## src/rtl/ex_mc_ctrl_pkg.sv

```systemverilog
// Shared encodings for the multi-cycle execute sequencer: FSM states,
// stall vector patterns ({wb, mem, ex, id, if, pc}) and stop flags.
package ex_mc_ctrl_pkg;

    localparam logic [1:0] S_IDLE = 2'b00;
    localparam logic [1:0] S_RUN  = 2'b01;
    localparam logic [1:0] S_DONE = 2'b10;

    localparam logic [5:0] StallNone = 6'b000000;
    localparam logic [5:0] StallId   = 6'b000111;
    localparam logic [5:0] StallEx   = 6'b001111;

    localparam logic Stop   = 1'b1;
    localparam logic NoStop = 1'b0;

    // An execute-stage request must freeze ex as well, so it outranks load-use.
    function automatic logic [5:0] stall_sel(input logic req_ex, input logic req_id);
        if (req_ex == Stop)
            return StallEx;
        else if (req_id == Stop)
            return StallId;
        else
            return StallNone;
    endfunction

endpackage

```

## src/rtl/ex_mc_ctrl.sv

```systemverilog
// Sequencer for iterative execute-stage ops; also the single source of
// pipeline stall control (merges the decode load-use request).
module ex_mc_ctrl
    import ex_mc_ctrl_pkg::*;
#(
    parameter int CNT_W   = 6,
    parameter int STALL_W = 6
) (
    input  logic               clk,
    input  logic               rst,
    input  logic               start_i,
    input  logic [CNT_W-1:0]   cycles_i,
    input  logic               annul_i,
    input  logic               stallreq_id_i,
    output logic               load_o,
    output logic               step_o,
    output logic               done_o,
    output logic               busy_o,
    output logic [CNT_W-1:0]   count_o,
    output logic [STALL_W-1:0] stall_o
);

    logic [1:0]       r_state;
    logic [1:0]       w_state_nxt;
    logic [CNT_W-1:0] r_count;
    logic [CNT_W-1:0] w_count_nxt;
    logic             w_accept;
    logic             w_run;
    logic             w_stallreq_ex;

    assign w_accept      = (r_state == S_IDLE) && start_i && !annul_i;
    assign w_run         = (r_state == S_RUN);
    assign w_stallreq_ex = (w_accept || w_run) ? Stop : NoStop;

    always_comb begin
        w_state_nxt = r_state;
        w_count_nxt = r_count;
        case (r_state)
            S_IDLE: begin
                if (w_accept) begin
                    w_state_nxt = S_RUN;
                    w_count_nxt = (cycles_i == '0) ? CNT_W'(1) : cycles_i;
                end
            end
            S_RUN: begin
                if (annul_i) begin
                    w_state_nxt = S_IDLE;
                    w_count_nxt = '0;
                end else if (r_count == CNT_W'(1)) begin
                    w_state_nxt = S_DONE;
                    w_count_nxt = '0;
                end else begin
                    w_count_nxt = r_count - CNT_W'(1);
                end
            end
            // start_i here is still the finished instruction; never retrigger.
            S_DONE: w_state_nxt = S_IDLE;
            default: begin
                w_state_nxt = S_IDLE;
                w_count_nxt = '0;
            end
        endcase
    end

    always_ff @(posedge clk or posedge rst) begin
        if (rst) begin
            r_state <= S_IDLE;
            r_count <= '0;
        end else begin
            r_state <= w_state_nxt;
            r_count <= w_count_nxt;
        end
    end

    // Input-driven outputs are gated so everything reads 0 while rst is held.
    assign load_o  = !rst && w_accept;
    assign step_o  = !rst && w_run;
    assign done_o  = !rst && (r_state == S_DONE);
    assign busy_o  = !rst && (w_stallreq_ex == Stop);
    assign count_o = r_count;
    assign stall_o = rst ? '0 : STALL_W'(stall_sel(w_stallreq_ex, stallreq_id_i));

endmodule

```

## config.mk

```make
export PLATFORM = sky130hd
export DESIGN_NAME = ex_mc_ctrl
export DESIGN_NICKNAME = d
export VERILOG_FILES = /design/src/rtl/ex_mc_ctrl_pkg.sv /design/src/rtl/ex_mc_ctrl.sv
export SDC_FILE = /design/constraint.sdc
export NUM_CORES = 1
export LEC_CHECK = 0
export ABC_AREA = 1
export CAP_MARGIN = 15
export CORE_UTILIZATION = 41
export DETAILED_ROUTE_END_ITERATION = 6
export PLACE_DENSITY = 0.77
export SYNTH_ARGS = -nofsm -noshare
export SYNTH_HDL_FRONTEND = slang
export SYNTH_SLANG_ARGS = --single-unit
```

## constraint.sdc

```tcl
create_clock -name clk -period 1.9 [get_ports clk]
set_input_delay 0.38 -clock clk [delete_from_list [all_inputs] [get_ports clk]]
set_output_delay 0.38 -clock clk [all_outputs]
set_load 0.01 [all_outputs]
```

==> key figures <==
Routing
  – DR pass1 iterations: 4
  – Post-route ant nets: 0
  – Via-per-instance ratio: 4.59
  – DRC: 0
  – Wirelength per Cell: 10.3 um
  – DRT Wirelength: 1.39 mm
  – Via count: 619
  – Initial drt markers: 10

Setup path
  – Req. time, crit path: 1520 ps
  – Bufs and invs on worst path: 3
  – Critical path's slowest cell: clkdlybuf4s50_1
  – R2R setup slack: 610 ps
  – Worst path max stage delay: 410 ps
  – Crit Path Max Fanout: 3
  – Endpoint arrival time on the critical path: 1410 ps
  – Endpoint class of the critical path: output pin
  – Crit Path Class: in2out
  – Largest delay share family, worst path: buffers and inverters
  – Crit path cell chain: clkdlybuf4s50_1 -> inv_1 -> nand3_4 -> nand2_8 -> nand2_2 -> o21ai_2 -> clkbuf_2
  – CP Launch Type: primary input

Synthesis
  – Yosys reg bits: 8
  – YS warnings: 0
  – Syn Area/Cell: 7.22 um2
  – Synthesized area: 649 um2
  – Library cells used by synthesis: 22
  – Post-Syn Instances: 90
  – Synth top area cells: dfrtp_1 (31%), nand2_1 (17%), nor2_1 (6.4%), buf_4 (5.8%), inv_1 (4.6%)
  – Top cell type by total area after synthesis: dfrtp_1
  – Share of the synthesized area in the top cell type: 30.8%
  – Register area share after synthesis: 30.8%

Finish
  – Layout Nets: 135
  – FILL cells: 124
  – Ratio of cells with drive above 1 in the final layout: 24.2%
  – Footprint of the multi-input gates: 372 um2
  – Diodes inserted: 0
  – Layout area overhead: 41.0%
  – Sequential cell area: 200 um2

Clocking
  – Worst-case clock buffer depth: 2
  – CTS Sinks: 8
  – H-tree levels: 1
  – Clock root cell: clkbuf_4
  – Clock-pin slew on the worst setup and hold paths: 60 ps
  – Postcts setup bufs: 0
  – Clock Latency Late Sink: 260 ps
  – CTS buffer count: 3
  – TritonCTS clock tree: built

Global routing
  – Initial antenna violation count: 0
  – First-pass GRT wire length: 2.39 mm
  – Total GRT Usage: 17.3%
  – Grt total ovfl: 0
  – Largest net degree at the start of global routing: 9
  – Vias in the first global route: 550

Worst hold path
  – HP Class: in2async

Power
  – Sequential share of power: 30.2%
  – Switch Pwr: 0.000418 W
  – Pleak: 0.476 nW
  – PnR Total Power: 0.000995 W
  – Pwr dens: 1090 nW/um2
  – Clock power frac: 13.5%
  – Combinational fraction of design power: 56.3%
  – Sw Share: 42.1%
  – Peak VDD IR: 0.726 mV
  – Cell Int Power: 0.000576 W

Floorplanning
  – Die W: 41.8 um
  – Initial Util: 47.0%
  – Die Ht: 41.8 um
  – Core area: 1380 um2
  – # IOs: 27
  – Total Die Area: 1750 um2
  – Cell row count: 13

Job
  – Max-Cap Viols: 0

Timing
  – Clock skew: 0.554 ps
  – Final setup viols: 0
  – RSZ-0062 raised after global routing: false
  – Fin. Hold Viols: 0
  – Final worst slack: 115 ps
  – Fin crit share: 94.0%
  – Slew Viols, Final: 0
  – Minimum clock period: 1790 ps
  – Fmax achieved: 560 MHz
  – Final TNS setup: 0 ps

Placement
  – HPWL Detailed: 1.17 mm
  – PortBufs: 24
  – Worst slack, placed: -305 ps
  – Gpl congestion: 0.801

Run status
  – Run status: finished clean
[layer usage]
layer | vias to the layer above | global-route usage, % | share of wire [%]
li1 | 336 | - | -
met1 | 267 | 25.1 | 51
met2 | 14 | 25.0 | 45
met3 | 2 | 5.22 | 3.9
met4 | 0 | 3.87 | 0.29
met5 | - | 0 | 0
[worst paths after layout]
path	depth (start not counted)	to	from
min in group clk	2	count_o[5]	count_o[5]
max in group asynchronous	3	count_o[3]	rst
worst min-delay path	3	r_state[1]	rst
worst max-delay path	7	stall_o[0]	annul_i
worst max register to register	8	count_o[4]	count_o[0]
worst min register to register	2	count_o[5]	count_o[5]
[power by group through the flow]
| stage | clock network [W] | logic, W | registers (W) |
|---|---|---|---|
| floorplan | 0 | 0.000329 | 0.000316 |
| global placement | 0 | 0.000568 | 0.000303 |
| detailed placement | 0 | 0.000577 | 0.000304 |
| CTS | 0.000139 | 0.000571 | 0.000301 |
| global route | 0.000152 | 0.000616 | 0.000311 |
| finish | 0.000134 | 0.000560 | 0.000300 |
[cells in the mapped netlist]
cell and number:
a21boi_0 1, buf_4 5, conb_1 1, dfrtp_1 8
ha_1 2, inv_1 8, inv_2 2, inv_4 1
nand2_1 30, nand2_2 3, nand2_8 1, nand3_1 1
nand3_2 2, nand3_4 1, nand3b_1 1, nand4_1 1
nor2_1 11, nor2_4 2, nor3_1 1, o21ai_1 4
o21ai_2 1, xnor2_1 3
[repair_timing]
item	CTS	global route
hold buffers	0	0
setup endpoints to repair	8	6
resized for setup	14	7
[stage by stage]
| stage | cells | instance area (um2) | hold WS (ps) | utilization (%) |
|---|---|---|---|---|
| global placement | 132 | 927 | 553 | 67.1 |
| global route | 135 | 916 | 353 | 66.2 |
| finish | 135 | 916 | 343 | 66.2 |
| detailed placement | 132 | 927 | 560 | 67.1 |
| CTS | 135 | 945 | 331 | 68.3 |
| floorplan | 91 | 653 | 204 | - |
[worst min-delay path, cell delays in order]
cell and delay [ps]:
dlygate4sd2_1 300, inv_1 90, buf_4 170
[cells in the final DEF, fill, tap and decap left out]
cell / n
nand3_1: 1
nand2_2: 3
o21ai_1: 4
clkdlybuf4s50_1: 15
dfrtp_1: 8
inv_2: 2
o21ai_2: 1
nand3b_1: 1
nand3_2: 2
dlygate4sd2_1: 3
conb_1: 2
inv_1: 8
inv_4: 1
nand3_4: 1
clkbuf_2: 6
nor2_1: 11
ha_1: 2
xnor2_1: 3
nor2_4: 2
buf_4: 7
nand2_8: 1
a21boi_0: 1
nand4_1: 1
clkbuf_4: 3
nand2_1: 30
nor3_1: 1
[logic make-up after synthesis]
logic type,count (synthesis),share of synthesized area [%]
buffers and inverters,16,12.5
AOI/OAI and AO/OA,6,5.59
and+or+nand+nor,54,42.6
adders and majority gates,2,3.85
xor gates and xnor gates,3,4.05
DFF,8,30.8
other,1,0.577
[state kept, by name (all words and copies together), names as in the netlist]
register and count:
count_o 6, r_state 2
[final cells by class]
class | instances | share of cell area, %
inverters | 11 | 4.78
multi-input cells | 67 | 40.6
well taps | 15 | 2.05
repair buffers | 31 | 28.3
clock buffers | 3 | 2.46
flip-flops and latches | 8 | 21.9
Power figures use the tool's default switching activity.
